## config.mk

```make
export PLATFORM = sky130hd
export DESIGN_NAME = p_shfrot_issue
export DESIGN_NICKNAME = d
export VERILOG_FILES = /design/src/rtl/p_shfrot_pkg.sv /design/src/rtl/p_shfrot_skid.sv /design/src/rtl/p_shfrot_issue.sv
export SDC_FILE = /design/constraint.sdc
export NUM_CORES = 1
export LEC_CHECK = 0
export ABC_AREA = 1
export CAP_MARGIN = 20
export CORE_MARGIN = 3
export CORE_UTILIZATION = 25
export CTS_CLUSTER_SIZE = 16
export DETAILED_ROUTE_END_ITERATION = 7
export PLACE_DENSITY = 0.51
export SLEW_MARGIN = 20
export SYNTH_ARGS = -nofsm -noshare
export SYNTH_HDL_FRONTEND = slang
export SYNTH_HIERARCHICAL = 1
export SYNTH_SLANG_ARGS = --single-unit
```

## constraint.sdc

```tcl
create_clock -name g_clk -period 2.5 [get_ports g_clk]
set_clock_uncertainty 0.1 [all_clocks]
set_input_delay 0.375 -clock g_clk [delete_from_list [all_inputs] [get_ports g_clk]]
set_output_delay 0.375 -clock g_clk [all_outputs]
set_load 0.02 [all_outputs]
```

## src/rtl/p_shfrot_pkg.sv

```systemverilog
// Shared definitions for the packed shift/rotate issue stage: pack-width and
// op encodings, the decoded-request struct and a lane-mask helper.
package p_shfrot_pkg;

   // Pack-width encodings as they arrive on req_pw; 5..7 are illegal.
   localparam logic [2:0] PW_32 = 3'd0;
   localparam logic [2:0] PW_16 = 3'd1;
   localparam logic [2:0] PW_8  = 3'd2;
   localparam logic [2:0] PW_4  = 3'd3;
   localparam logic [2:0] PW_2  = 3'd4;

   // Operation encodings: bit1 selects rotate, bit0 selects right.
   localparam logic [1:0] OP_SLL = 2'b00;
   localparam logic [1:0] OP_SRL = 2'b01;
   localparam logic [1:0] OP_ROL = 2'b10;
   localparam logic [1:0] OP_ROR = 2'b11;

   // Decoded request as presented to the shifter.
   typedef struct packed {
      logic [31:0] crs1;
      logic [4:0]  shamt;
      logic [4:0]  pw;       // one-hot: bit0=32 ... bit4=2
      logic        shift;
      logic        rotate;
      logic        left;
      logic        right;
      logic        illegal;
   } sh_req_t;

   localparam int SH_REQ_W = $bits(sh_req_t);

   // Shift-amount mask for a given pack width; zero for illegal encodings.
   function automatic logic [4:0] lane_mask(input logic [2:0] pw);
      logic [4:0] m;
      m = 5'b00000;
      case (pw)
         PW_32:   m = 5'b11111;
         PW_16:   m = 5'b01111;
         PW_8:    m = 5'b00111;
         PW_4:    m = 5'b00011;
         PW_2:    m = 5'b00001;
         default: m = 5'b00000;
      endcase
      return m;
   endfunction

endpackage

```

## src/rtl/p_shfrot_skid.sv

```systemverilog
// Generic 2-entry skid buffer. Slot M drives the output, slot S absorbs one
// extra beat so that in_ready_o is a flop (no comb path from out_ready_i).
//
// Handshake: a beat transfers on a side when its valid and ready are both
// high at the clock edge; a valid beat's data is held stable until taken.
module p_shfrot_skid #(
   parameter int W = 8
) (
   input  logic         clk_i,
   input  logic         rst_ni,
   input  logic         in_valid_i,
   output logic         in_ready_o,
   input  logic [W-1:0] in_data_i,
   output logic         out_valid_o,
   input  logic         out_ready_i,
   output logic [W-1:0] out_data_o
);

   logic         m_valid_q, m_valid_d;
   logic [W-1:0] m_data_q,  m_data_d;
   logic         s_valid_q, s_valid_d;
   logic [W-1:0] s_data_q,  s_data_d;
   logic         push;
   logic         pop;

   assign in_ready_o  = ~s_valid_q;
   assign out_valid_o = m_valid_q;
   assign out_data_o  = m_data_q;

   assign push = in_valid_i & ~s_valid_q;
   assign pop  = m_valid_q & out_ready_i;

   // Next-state for both slots: S drains into M first, otherwise new data
   // lands in M when it is free or leaving, else in S.
   always_comb begin
      m_valid_d = m_valid_q;
      m_data_d  = m_data_q;
      s_valid_d = s_valid_q;
      s_data_d  = s_data_q;
      if (s_valid_q) begin
         if (pop) begin
            m_valid_d = 1'b1;
            m_data_d  = s_data_q;
            s_valid_d = 1'b0;
         end
      end else if (!m_valid_q || pop) begin
         m_valid_d = push;
         if (push) begin
            m_data_d = in_data_i;
         end
      end else if (push) begin
         s_valid_d = 1'b1;
         s_data_d  = in_data_i;
      end
   end

   // Slot registers; reset clears both slots and their payload at once.
   always_ff @(posedge clk_i or negedge rst_ni) begin
      if (!rst_ni) begin
         m_valid_q <= 1'b0;
         m_data_q  <= '0;
         s_valid_q <= 1'b0;
         s_data_q  <= '0;
      end else begin
         m_valid_q <= m_valid_d;
         m_data_q  <= m_data_d;
         s_valid_q <= s_valid_d;
         s_data_q  <= s_data_d;
      end
   end

endmodule

```

## src/rtl/p_shfrot_issue.sv

```systemverilog
// Issue stage for the packed shift/rotate datapath. Decodes pack width and
// op into one-hot/strobe form, lane-masks the shift amount, and presents the
// result from flops through a 2-entry skid buffer.
// Optional build macro: P_SHFROT_ISSUE_COUNTERS_EN adds cnt_ops/cnt_stall.
//
// Handshake: req_* transfers when req_valid && req_ready at g_clk rise;
// sh_* transfers when sh_valid && sh_ready; payload is stable while stalled.
module p_shfrot_issue
   import p_shfrot_pkg::*;
#(
   parameter int TAG_W = 4
) (
   input  logic             g_clk,
   input  logic             g_resetn,
   input  logic             req_valid,
   output logic             req_ready,
   input  logic [31:0]      req_rs1,
   input  logic [31:0]      req_rs2,
   input  logic [4:0]       req_imm,
   input  logic             req_use_imm,
   input  logic [2:0]       req_pw,
   input  logic [1:0]       req_op,
   input  logic [TAG_W-1:0] req_tag,
   output logic             sh_valid,
   input  logic             sh_ready,
   output logic [31:0]      sh_crs1,
   output logic [4:0]       sh_shamt,
   output logic [4:0]       sh_pw,
   output logic             sh_shift,
   output logic             sh_rotate,
   output logic             sh_left,
   output logic             sh_right,
   output logic [TAG_W-1:0] sh_tag,
   output logic             sh_illegal
`ifdef P_SHFROT_ISSUE_COUNTERS_EN
   ,
   output logic [31:0]      cnt_ops,
   output logic [31:0]      cnt_stall
`endif
);

   localparam int PAY_W = SH_REQ_W + TAG_W;

   sh_req_t          dec;
   sh_req_t          out_req;
   logic [4:0]       shamt_raw;
   logic [PAY_W-1:0] in_pay;
   logic [PAY_W-1:0] out_pay;
   logic             unused_rs2_hi;

   // Upper shift-register bits are architecturally ignored.
   assign unused_rs2_hi = ^req_rs2[31:5];

   // Decode the raw request; illegal widths pass the operand through with
   // every control field cleared so the shifter is a no-op.
   always_comb begin
      dec       = '0;
      shamt_raw = req_use_imm ? req_imm : req_rs2[4:0];
      dec.crs1  = req_rs1;
      case (req_pw)
         PW_32, PW_16, PW_8, PW_4, PW_2: begin
            dec.pw    = 5'b00001 << req_pw;
            dec.shamt = shamt_raw & lane_mask(req_pw);
            case (req_op)
               OP_SLL: begin dec.shift  = 1'b1; dec.left  = 1'b1; end
               OP_SRL: begin dec.shift  = 1'b1; dec.right = 1'b1; end
               OP_ROL: begin dec.rotate = 1'b1; dec.left  = 1'b1; end
               OP_ROR: begin dec.rotate = 1'b1; dec.right = 1'b1; end
               default: ;
            endcase
         end
         default: begin
            dec.illegal = 1'b1;
         end
      endcase
   end

   assign in_pay = {req_tag, dec};

   p_shfrot_skid #(
      .W (PAY_W)
   ) u_skid (
      .clk_i       (g_clk),
      .rst_ni      (g_resetn),
      .in_valid_i  (req_valid),
      .in_ready_o  (req_ready),
      .in_data_i   (in_pay),
      .out_valid_o (sh_valid),
      .out_ready_i (sh_ready),
      .out_data_o  (out_pay)
   );

   assign out_req    = out_pay[SH_REQ_W-1:0];
   assign sh_tag     = out_pay[PAY_W-1:SH_REQ_W];
   assign sh_crs1    = out_req.crs1;
   assign sh_shamt   = out_req.shamt;
   assign sh_pw      = out_req.pw;
   assign sh_shift   = out_req.shift;
   assign sh_rotate  = out_req.rotate;
   assign sh_left    = out_req.left;
   assign sh_right   = out_req.right;
   assign sh_illegal = out_req.illegal;

`ifdef P_SHFROT_ISSUE_COUNTERS_EN
   logic [31:0] cnt_ops_q,   cnt_ops_d;
   logic [31:0] cnt_stall_q, cnt_stall_d;

   // Count completed pops and stalled output cycles; both wrap naturally.
   always_comb begin
      cnt_ops_d   = cnt_ops_q;
      cnt_stall_d = cnt_stall_q;
      if (sh_valid && sh_ready) begin
         cnt_ops_d = cnt_ops_q + 32'd1;
      end
      if (sh_valid && !sh_ready) begin
         cnt_stall_d = cnt_stall_q + 32'd1;
      end
   end

   // Counter registers.
   always_ff @(posedge g_clk or negedge g_resetn) begin
      if (!g_resetn) begin
         cnt_ops_q   <= 32'd0;
         cnt_stall_q <= 32'd0;
      end else begin
         cnt_ops_q   <= cnt_ops_d;
         cnt_stall_q <= cnt_stall_d;
      end
   end

   assign cnt_ops   = cnt_ops_q;
   assign cnt_stall = cnt_stall_q;
`endif

endmodule
```

==> summary.md <==
| Metric | Value |
|---|---|
| Outcome | finished clean |
| Share of layout cells above drive strength 1 | 0.0579 |
| Worst vdd ir | 0.000470 V |
| Fin worst setup slack | 0.257 ns |
| Setup crit start | u_skid/s_valid_q |
| Synth top area cells | dfrtp_1, nand2_1, nand3_1, buf_2, buf_6 |
| Layout Area Growth over Synthesis | 31.6% |
| Worst Hold Class | flop to flop |
| Clk slew on worst S/H paths | 0.07 ns |
| Worst EP required | 2.03 ns |
| Post-Place Setup Slack | 0.430 ns |
| Asr flop ratio synth | 1.00 |
| Setup TNS | 0 ns |
| Cells after DPL | 1008 |
| H-tree depth | 3 |
| Commonest cells post-synth | nand2_1, dfrtp_1, nand3_1, buf_2, nor2_1 |
| Pwr Density | 1160 nW/um^2 |
| Met2 Use GR | 0.214 |
| Ys Warns | 6 |
| CP arrival | 1.77 ns |
| Worst R2R Path Depth | 5 |
| Peak fanout along the critical path | 30 |
| Die Y | 148 um |
| Ys flop type | dfrtp_1 |
| First-pass GRT wire length | 23.5 mm |
| Tightest Pin Transition | 0.701 ns |
| Gr busiest metal | met2 |
| Post-CTS Setup Bufs | 0 |
| Die area | 21800 um^2 |
| Mapped Cells | 661 |
| Finished Layout Cells | 1025 |
| Antenna Violating Nets Remaining | 0 |
| Number of library cell types mapped by synthesis | 20 |
| # fillers | 2142 |
| Vias in the first global route | 4378 |
| Row count | 51 |
| Top cell type by total area after synthesis | dfrtp_1 |
| Leakage | 3.44 nW |
| Grt total ovfl | 0 |
| Synthesized cell area | 5010 um^2 |
| Placeable Area | 19600 um^2 |
| Met3 GRT Util | 0.0300 |
| Resize count post-CTS | 0 |
| # diodes | 0 |
| Final wirelength | 14.3 mm |
| RSZ-0062 raised after global routing | false |
| Initial Util | 0.256 |
| Setup crit end kind | primary output |
| Drt wl/cell | 13.9 um |
| Slew margin rel. | 0.531 |
| Largest net degree at the start of global routing | 54 |
| Port Buffer Count | 108 |
| Die width | 148 um |
| Tot Pwr | 7.66 mW |
| Design area | 6600 um^2 |
| Avg Cell Area, Syn | 7.59 um^2 |
| Fin. max-slew vios | 0 |
| Final period util | 0.897 |
| Gr usage total | 0.134 |
| Final Hold Fails | 0 |
| Iter 0 DRT Violations | 187 |
| Final core utilization | 0.337 |
| Register area share after synthesis | 0.519 |
| Initial antenna violation count | 0 |
| Cell with the most instances after synthesis | nand2_1 |
| Routability cong. | 0.707 |
| Skew-Pair Late Insertion Delay | 0.35 ns |
| Hold buffer count at CTS | 1 |
| Yosys reg bits | 104 |
| Final setup viols | 0 |
| # DRC | 0 |
| Root buf cell | clkbuf_16 |
| Fmax | 446 MHz |
| Minimum clock period | 2.24 ns |
| Crit path kind | flop to primary output |
| IO Pins | 136 |
| CTS Sinks | 104 |
| Detailed Place HPWL | 9.12 mm |
| Maxcap violations | 0 |
| Worst r2r src | u_skid/s_valid_q |
| Post-layout net count | 838 |
| Worst setup SP type | flop |
| Detailed-route via count | 4432 |
| Post-synth top area share | 0.519 |
| Worst R2R End | u_skid/out_data_o[11] |
| TritonCTS buffer count | 9 |
| Post-DR vias/cell | 4.32 |
| Drt pass-1 iters | 4 |
| Max clock buf depth | 2 |
| Grt met1 use | 0.186 |
| Hold WS | 0.369 ns |
| Post-Place Cell Area | 6300 um^2 |
| CTS tree | done |
| CP endpoint | req_ready |
| R2r setup slk | 0.60 ns |
| Syn_nets | 744 |
| EDFF count, synth | 0 |
==> placed cells by master, fill, tap and decap left out <==
| master | count |
|---|---|
| dlygate4sd3_1 | 1 |
| nor2_1 | 14 |
| clkbuf_8 | 2 |
| nor2_2 | 1 |
| buf_12 | 3 |
| clkdlybuf4s50_1 | 107 |
| o21ai_0 | 3 |
| inv_2 | 2 |
| nand2_4 | 2 |
| o21ai_1 | 1 |
| nand3_4 | 1 |
| o21ai_4 | 1 |
| nor3_1 | 1 |
| nand3_1 | 102 |
| inv_1 | 11 |
| nor2_4 | 2 |
| a21oi_1 | 2 |
| clkinvlp_4 | 2 |
| buf_4 | 13 |
| dfrtp_2 | 1 |
| inv_4 | 1 |
| clkinv_4 | 1 |
| dfrtp_1 | 103 |
| clkbuf_16 | 9 |
| nand2_2 | 1 |
| nand2_1 | 370 |
| clkinv_2 | 2 |
| clkbuf_1 | 1 |
==> cell type report <==
cell class	instances	area, um^2	area share
multi-input combinational	501	2080	0.315
sequential	104	2600	0.395
tap	265	332	0.0503
clock buffer	12	256	0.0389
timing repair buffer	124	1240	0.188
inverter	15	60.1	0.00910
clock inverter	4	28.8	0.00436
==> worst max-delay path, stage by stage (launching register included) <==
cell             delay (ns)
dfrtp_2                0.44
inv_4                  0.29
clkdlybuf4s50_1        0.68
==> registers in the layout (all words and copies together) (netlist names) <==
signal and flops:
u_skid/out_data_o 51, u_skid/s_valid_q 1, u_skid/out_valid_o 1, u_skid/s_data_q 51
==> where the power goes <==
group | total, mW | switching [mW] | internal [mW]
registers | 2.77 | 0.381 | 2.39
clock network | 1.38 | 0.650 | 0.732
logic | 3.51 | 2.16 | 1.35
total | 7.66 | 3.19 | 4.47
==> kinds of logic after synthesis <==
| group | after synthesis | synth area share |
|---|---|---|
| compound gates | 7 | 0.00923 |
| buf+inv | 56 | 0.0666 |
| flops | 104 | 0.519 |
| simple gates | 494 | 0.405 |
==> worst min path at each step <==
stage / from / end / slack [ns] / cells after the start
global placement: g_resetn / u_skid/out_data_o[4] / 0.26 / 1
CTS: u_skid/s_data_q[7] / u_skid/s_data_q[7] / 0.38 / 2
finish: u_skid/out_data_o[39] / u_skid/out_data_o[39] / 0.37 / 2
floorplan: g_resetn / u_skid/out_data_o[0] / -0.02 / 0
global route: u_skid/s_data_q[8] / u_skid/s_data_q[8] / 0.39 / 2
detailed placement: g_resetn / u_skid/out_data_o[4] / 0.26 / 1
==> routing by layer <==
| layer | wire [um] | share of wire |
|---|---|---|
| met1 | 7080 | 0.50 |
| met2 | 6530 | 0.46 |
| met3 | 590 | 0.041 |
| met4 | 95 | 0.0066 |
| met5 | 0 | 0 |
Power figures use the tool's default switching activity.
==> variant 1, RTL diff (same flow settings) <==
`TAG_W`: 4 -> 6.
--- a/src/rtl/p_shfrot_issue.sv
+++ b/src/rtl/p_shfrot_issue.sv
@@ -10,3 +10,3 @@
 #(
-   parameter int TAG_W = 4
+   parameter int TAG_W = 6
 ) (
Interface: changed (resized req_tag and sh_tag); port bits go from 136 to 140. No check against the original RTL was run, so the function may have changed too.
==> variant 1 against the unedited design <==
Final area grew 3.1%. Wire length is 6.7% higher. Synthesized area grew 2.2%. Non-clock buffer count rose by 4. Sequential share of layout area rose by 0.30 points. Sequential cell count increased by 4. Power up 4.0%. Worst setup slack better by 0.25 ns. Critical endpoint unchanged. Clock power grew 4%. Hold slack gained 0.00084 ns.
==> variant 1: results (changes against the unedited design) <==
- Vias in the first global route: 4,577 (was 4,378)
- Synth unique cells: 19 (was 20)
- CP Launch Point: u_skid/s_valid_q$_DFF_PN0_ (unchanged)
- Sequential fraction of the synthesis area: 52.7% (was 51.9%)
- Dpl hpwl: 9.39 mm (was 9.12 mm)
- Crit-path max cell delay: 0.61 ns (was 0.68 ns)
- Leakage power: 3.54 nW (was 3.44 nW)
- Yosys warning total: 6 (unchanged)
- Post-DP Area: 0.00650 mm² (was 0.00630 mm²)
- Hold endpoint: u_skid/out_data_o[33]$_DFFE_PN0P_ (was u_skid/out_data_o[39]$_DFFE_PN0P_)
- Longest Clk Path Bufs: 2 (unchanged)
- Gpl congestion: 0.724 (was 0.707)
- Outcome: finished clean (unchanged)
- Clock Latency Late Sink: 0.34 ns
- Overflow left after global routing: 0 (unchanged)
- Async set or reset register ratio after synthesis: 100% (unchanged)
- HP Start: u_skid/out_data_o[33]$_DFFE_PN0P_ (was u_skid/out_data_o[39]$_DFFE_PN0P_)
- Post-CTS setup repair buffer count: 0 (unchanged)
- Post-Synthesis Net Count: 769 (was 744)
- Detailed Route Iter0 Violations: 219 (was 187)
- CTS clock-pin slew for the worst setup and hold paths: 0.07 ns (about the same)
- Compound-Gate Fraction of Synth Area: 0.903% (was 0.923%)
- R2R Path End: u_skid/out_data_o[37]$_DFFE_PN0P_ (was u_skid/out_data_o[11]$_DFFE_PN0P_)
- WP data arrival: 1.52 ns (was 1.77 ns)
- Fin cells: 1,051 (was 1,025)
- Reg2reg setup slack: 0.68 ns (was 0.60 ns)
- Layout cell share with drive strength beyond 1: 5.34% (was 5.79%)
- Routed wire per std cell: 14.5 µm (was 13.9 µm)
- Nets@finish: 866 (was 838)
- First-pass GRT wire length: 24.7 mm (was 23.5 mm)
- Synth area leaders: dfrtp_1 53%, nand2_1 28%, nand3_1 10%, buf_2 3.1%, buf_6 1.3% (was dfrtp_1 52%, nand2_1 28%, nand3_1 10%, buf_2 3.0%, buf_6 2.5%)
- Reg2reg path depth: 6 (was 5)
- Max VDD drop: 0.466 mV (was 0.470 mV)
- Worst setup margin: 0.507 ns (was 0.257 ns)
- CP max FO: 5 (was 30)
- Hold path depth: 2 (unchanged)
- Mapped Cells: 684 (was 661)
- Rel. slew slack: 57.0% (was 53.1%)
- Setup WS pre-CTS: 0.490 ns (was 0.430 ns)
- Sw Share: 41.6% (about the same)
- TritonRoute pass-1 iters: 4 (unchanged)
- Most common flop cell mapped by yosys: dfrtp_1 (unchanged)
- Overall Global Routing Usage: 14.1% (was 13.4%)
- Top delay family on crit path: buffers and inverters (unchanged)
- Buffers on Ports: 112 (was 108)
- Vias/cell: 4.38 (was 4.32)
- Commonest cells in the netlist: 385 x nand2_1, 108 x dfrtp_1, 106 x nand3_1, 32 x buf_2, 14 x nor2_1 (was 370 x nand2_1, 104 x dfrtp_1, 102 x nand3_1, 30 x buf_2, 14 x nor2_1)
- DP Cell Count: 1,034 (was 1,008)
==> variant 1: layer usage <==
layer	global-route usage (%)	up-vias	share of wire (%)
li1	-	2332	-
met1	19.2	2142	48
met2	22.9	114	46
met3	2.58	13	4.5
met4	4.35	0	1.2
met5	0	-	0
==> variant 1: repair_timing <==
action	CTS	global route
endpoints found under the hold margin	27	0
gates resized for setup	0	0
hold buffers	1	0
==> variant 1: power by group through the flow <==
| stage | combinational, W | sequential (W) | clock, W |
|---|---|---|---|
| 6_report | 0.00365 | 0.00288 | 0.00144 |
| 5_1_grt | 0.00411 | 0.00298 | 0.00157 |
| 4_1_cts | 0.00373 | 0.00289 | 0.00150 |
| 2_1_floorplan | 0.00188 | 0.00327 | 0 |
| 3_3_place_gp | 0.00369 | 0.00290 | 0 |
| 3_5_place_dp | 0.00372 | 0.00291 | 0 |
==> variant 1: cell type report <==
cell class                      count  area, µm²
Clock buffer                       12        236
Tap cell                          265        332
Inverter                           15       56.3
Multi-Input combinational cell    519       2130
Timing Repair Buffer              128       1290
Sequential cell                   108       2700
Clock inverter                      4       50.0
Fill cell                        2165      13000
==> variant 1: kinds of logic (layout without fill, tap and decap cells) <==
family,count (synthesis),in the layout
AOI/OAI and AO/OA,7,7
DFF,108,108
buffers and inverters,57,159
and+or+nand+nor,512,512
==> variant 1: worst min-delay path: stages (launching register included) <==
cell	delay (ns)
dfrtp_1	0.34
nand2_1	0.05
nand2_1	0.04
==> variant 1: metrics by stage <==
step / power (W) / hold slack (ns)
5_1_grt: 0.00865 / 0.395
6_report: 0.00797 / 0.370
2_1_floorplan: 0.00515 / -0.0206
4_1_cts: 0.00811 / 0.377
3_5_place_dp: 0.00663 / 0.245
3_3_place_gp: 0.00659 / 0.248
==> variant 2, RTL diff (same settings) <==
Without the edit above. `m_data_q` no longer has a reset.
--- a/src/rtl/p_shfrot_skid.sv
+++ b/src/rtl/p_shfrot_skid.sv
@@ -60,3 +60,2 @@
          m_valid_q <= 1'b0;
-         m_data_q  <= '0;
          s_valid_q <= 1'b0;
@@ -65,3 +64,2 @@
          m_valid_q <= m_valid_d;
-         m_data_q  <= m_data_d;
          s_valid_q <= s_valid_d;
@@ -71,2 +69,6 @@
 
+   always_ff @(posedge clk_i) begin
+      m_data_q <= m_data_d;
+   end
+
 endmodule
Check against the original RTL: not equivalent (a bounded check fails within 4 cycles, from zero or initial values and one cycle with g_resetn low).
==> variant 2 against the unedited design <==
Synthesized area is 10% lower. Die area is 9.9% lower. Final cell count is 20% lower. Worst setup slack better by 0.13 ns. Wire length is 23% lower. Final area is 8.0% lower. Sequential cell count stayed put.
Power is not compared: it rests on default switching activity, and its combinational part moved more than twofold at a synthesized area within 25%.
==> variant 2: results (changes against the unedited design) <==
- Gpl congestion: 0.767 (was 0.707)
- Yosys warning total: 6 (unchanged)
- R2R Path End: u_skid/out_data_o[22]$_DFFE_PP_ (was u_skid/out_data_o[11]$_DFFE_PN0P_)
- DP Cell Count: 807 (was 1,008)
- Hold Path Class: flop to flop (unchanged)
- Layout cell share with drive strength beyond 1: 5.51% (was 5.79%)
- Overflow left after global routing: 0 (unchanged)
- TritonRoute pass-1 iters: 6 (was 4)
- Fillers: 1,759 (was 2,142)
- WHS: 0.369 ns (about the same)
- Hold path depth: 2 (unchanged)
- Synth area leaders: edfxtp_1 34%, dfrtp_1 30%, nand2_1 22%, nand3_1 5.7%, buf_2 1.7% (was dfrtp_1 52%, nand2_1 28%, nand3_1 10%, buf_2 3.0%, buf_6 2.5%)
- Longest Clk Path Bufs: 2 (unchanged)
- Dpl hpwl: 7.27 mm (was 9.12 mm)
- Outcome: finished clean (unchanged)
- WP data arrival: 1.64 ns (was 1.77 ns)
- HP Start: u_skid/s_data_q[50]$_DFFE_PN0P_ (was u_skid/out_data_o[39]$_DFFE_PN0P_)
- First-pass GRT wire length: 18.6 mm (was 23.5 mm)
- Sequential fraction of the synthesis area: 63.6% (was 51.9%)
- CTS clock-pin slew for the worst setup and hold paths: 0.06 ns
- Leakage power: 2.80 nW
- Reg2reg path depth: 4 (was 5)
- Post-Synthesis Net Count: 574 (was 744)
- Max VDD drop: 0.317 mV
- Synth unique cells: 17 (was 20)
- Overall Global Routing Usage: 12.0% (was 13.4%)
- Total Wirelength: 11.0 mm (was 14.3 mm)
- Avg Inst Size Synth: 9.16 µm² (was 7.59 µm²)
- H-tree Lvls: 3 (unchanged)
- CP max FO: 17 (was 30)
- Number of synthesized flops with an enable pin: 51 (was 0)
- Hold endpoint: u_skid/s_data_q[50]$_DFFE_PN0P_ (was u_skid/out_data_o[39]$_DFFE_PN0P_)
- Via Count: 3,489 (was 4,432)
- Detailed Route Iter0 Violations: 227 (was 187)
- Vias in the first global route: 3,529 (was 4,378)
- Nets@finish: 677 (was 838)
- Rel. slew slack: 57.3% (was 53.1%)
- Async set or reset register ratio after synthesis: 51.0% (was 100%)
- Initial antenna violation count: 0 (unchanged)
- Commonest cells in the netlist: 267 x nand2_1, 53 x dfrtp_1, 51 x edfxtp_1, 51 x nand3_1, 16 x nor2_1 (was 370 x nand2_1, 104 x dfrtp_1, 102 x nand3_1, 30 x buf_2, 14 x nor2_1)
- Fin cells: 824 (was 1,025)
- Pin count of the biggest net entering global routing: 52 (was 54)
==> variant 2: routing by layer <==
metal,vias up,routed length [µm],global-route usage (%)
met3,16,481,2.70
li1,1764,-,-
met2,86,5070,19.0
met5,-,0,0
met1,1623,5240,15.7
met4,0,229,5.25
==> variant 2: critical path, cell delays in order (launching register included) <==
cell and delay (ns):
dfrtp_2 0.57, inv_2 0.11, clkdlybuf4s50_1 0.62
==> variant 2: report_power, final <==
part	total, W	internal (W)	switching [W]	leakage [nW]
Clock	0.00137	0.000778	0.000589	0.135
Sequential	0.00231	0.00216	0.000150	1.17
Combinational	0.00104	0.000436	0.000607	1.50
Total	0.00472	0.00338	0.00135	2.80
==> variant 2: worst max-delay path by stage <==
stage          slack [ns]                              end                  startpoint
6_report             0.38                        req_ready  u_skid/s_valid_q$_DFF_PN0_
5_1_grt              0.29                        req_ready  u_skid/s_valid_q$_DFF_PN0_
4_1_cts              0.32                        req_ready  u_skid/s_valid_q$_DFF_PN0_
3_5_place_dp         0.36  u_skid/s_data_q[16]$_DFFE_PN0P_                    sh_ready
3_3_place_gp         0.40  u_skid/s_data_q[26]$_DFFE_PN0P_                    sh_ready
2_1_floorplan        0.43   u_skid/out_data_o[0]$_DFFE_PP_  u_skid/s_valid_q$_DFF_PN0_
==> variant 2: final cells by class <==
class	count	area share, %
Multi-Input combinational cell	347	23.3
Sequential cell	104	47.1
Timing Repair Buffer	118	19.4
Clock inverter	2	0.577
Clock buffer	14	4.02
Tap cell	225	4.64
Inverter	14	0.866
==> variant 2: cell families (layout without fill, tap and decap cells) <==
kind of cell	after synthesis	after routing	synth area share, %
AND/OR/NAND/NOR	340	340	30.6
flip-flops	104	104	63.6
buffers and inverters	40	148	5.09
AO/OA/AOI/OAI	7	7	0.779
==> variant 2: stage by stage <==
stage / total power, W / cell area (µm²) / worst slack (ns) / util, %
after floorplan: 0.00293 / 4500 / 0.426 / -
after global placement: 0.00338 / 5780 / 0.397 / 33.1
after detailed placement: 0.00341 / 5780 / 0.356 / 33.1
after CTS: 0.00481 / 6070 / 0.324 / 34.7
after global routing: 0.00502 / 6070 / 0.291 / 34.7
final: 0.00472 / 6070 / 0.383 / 34.7
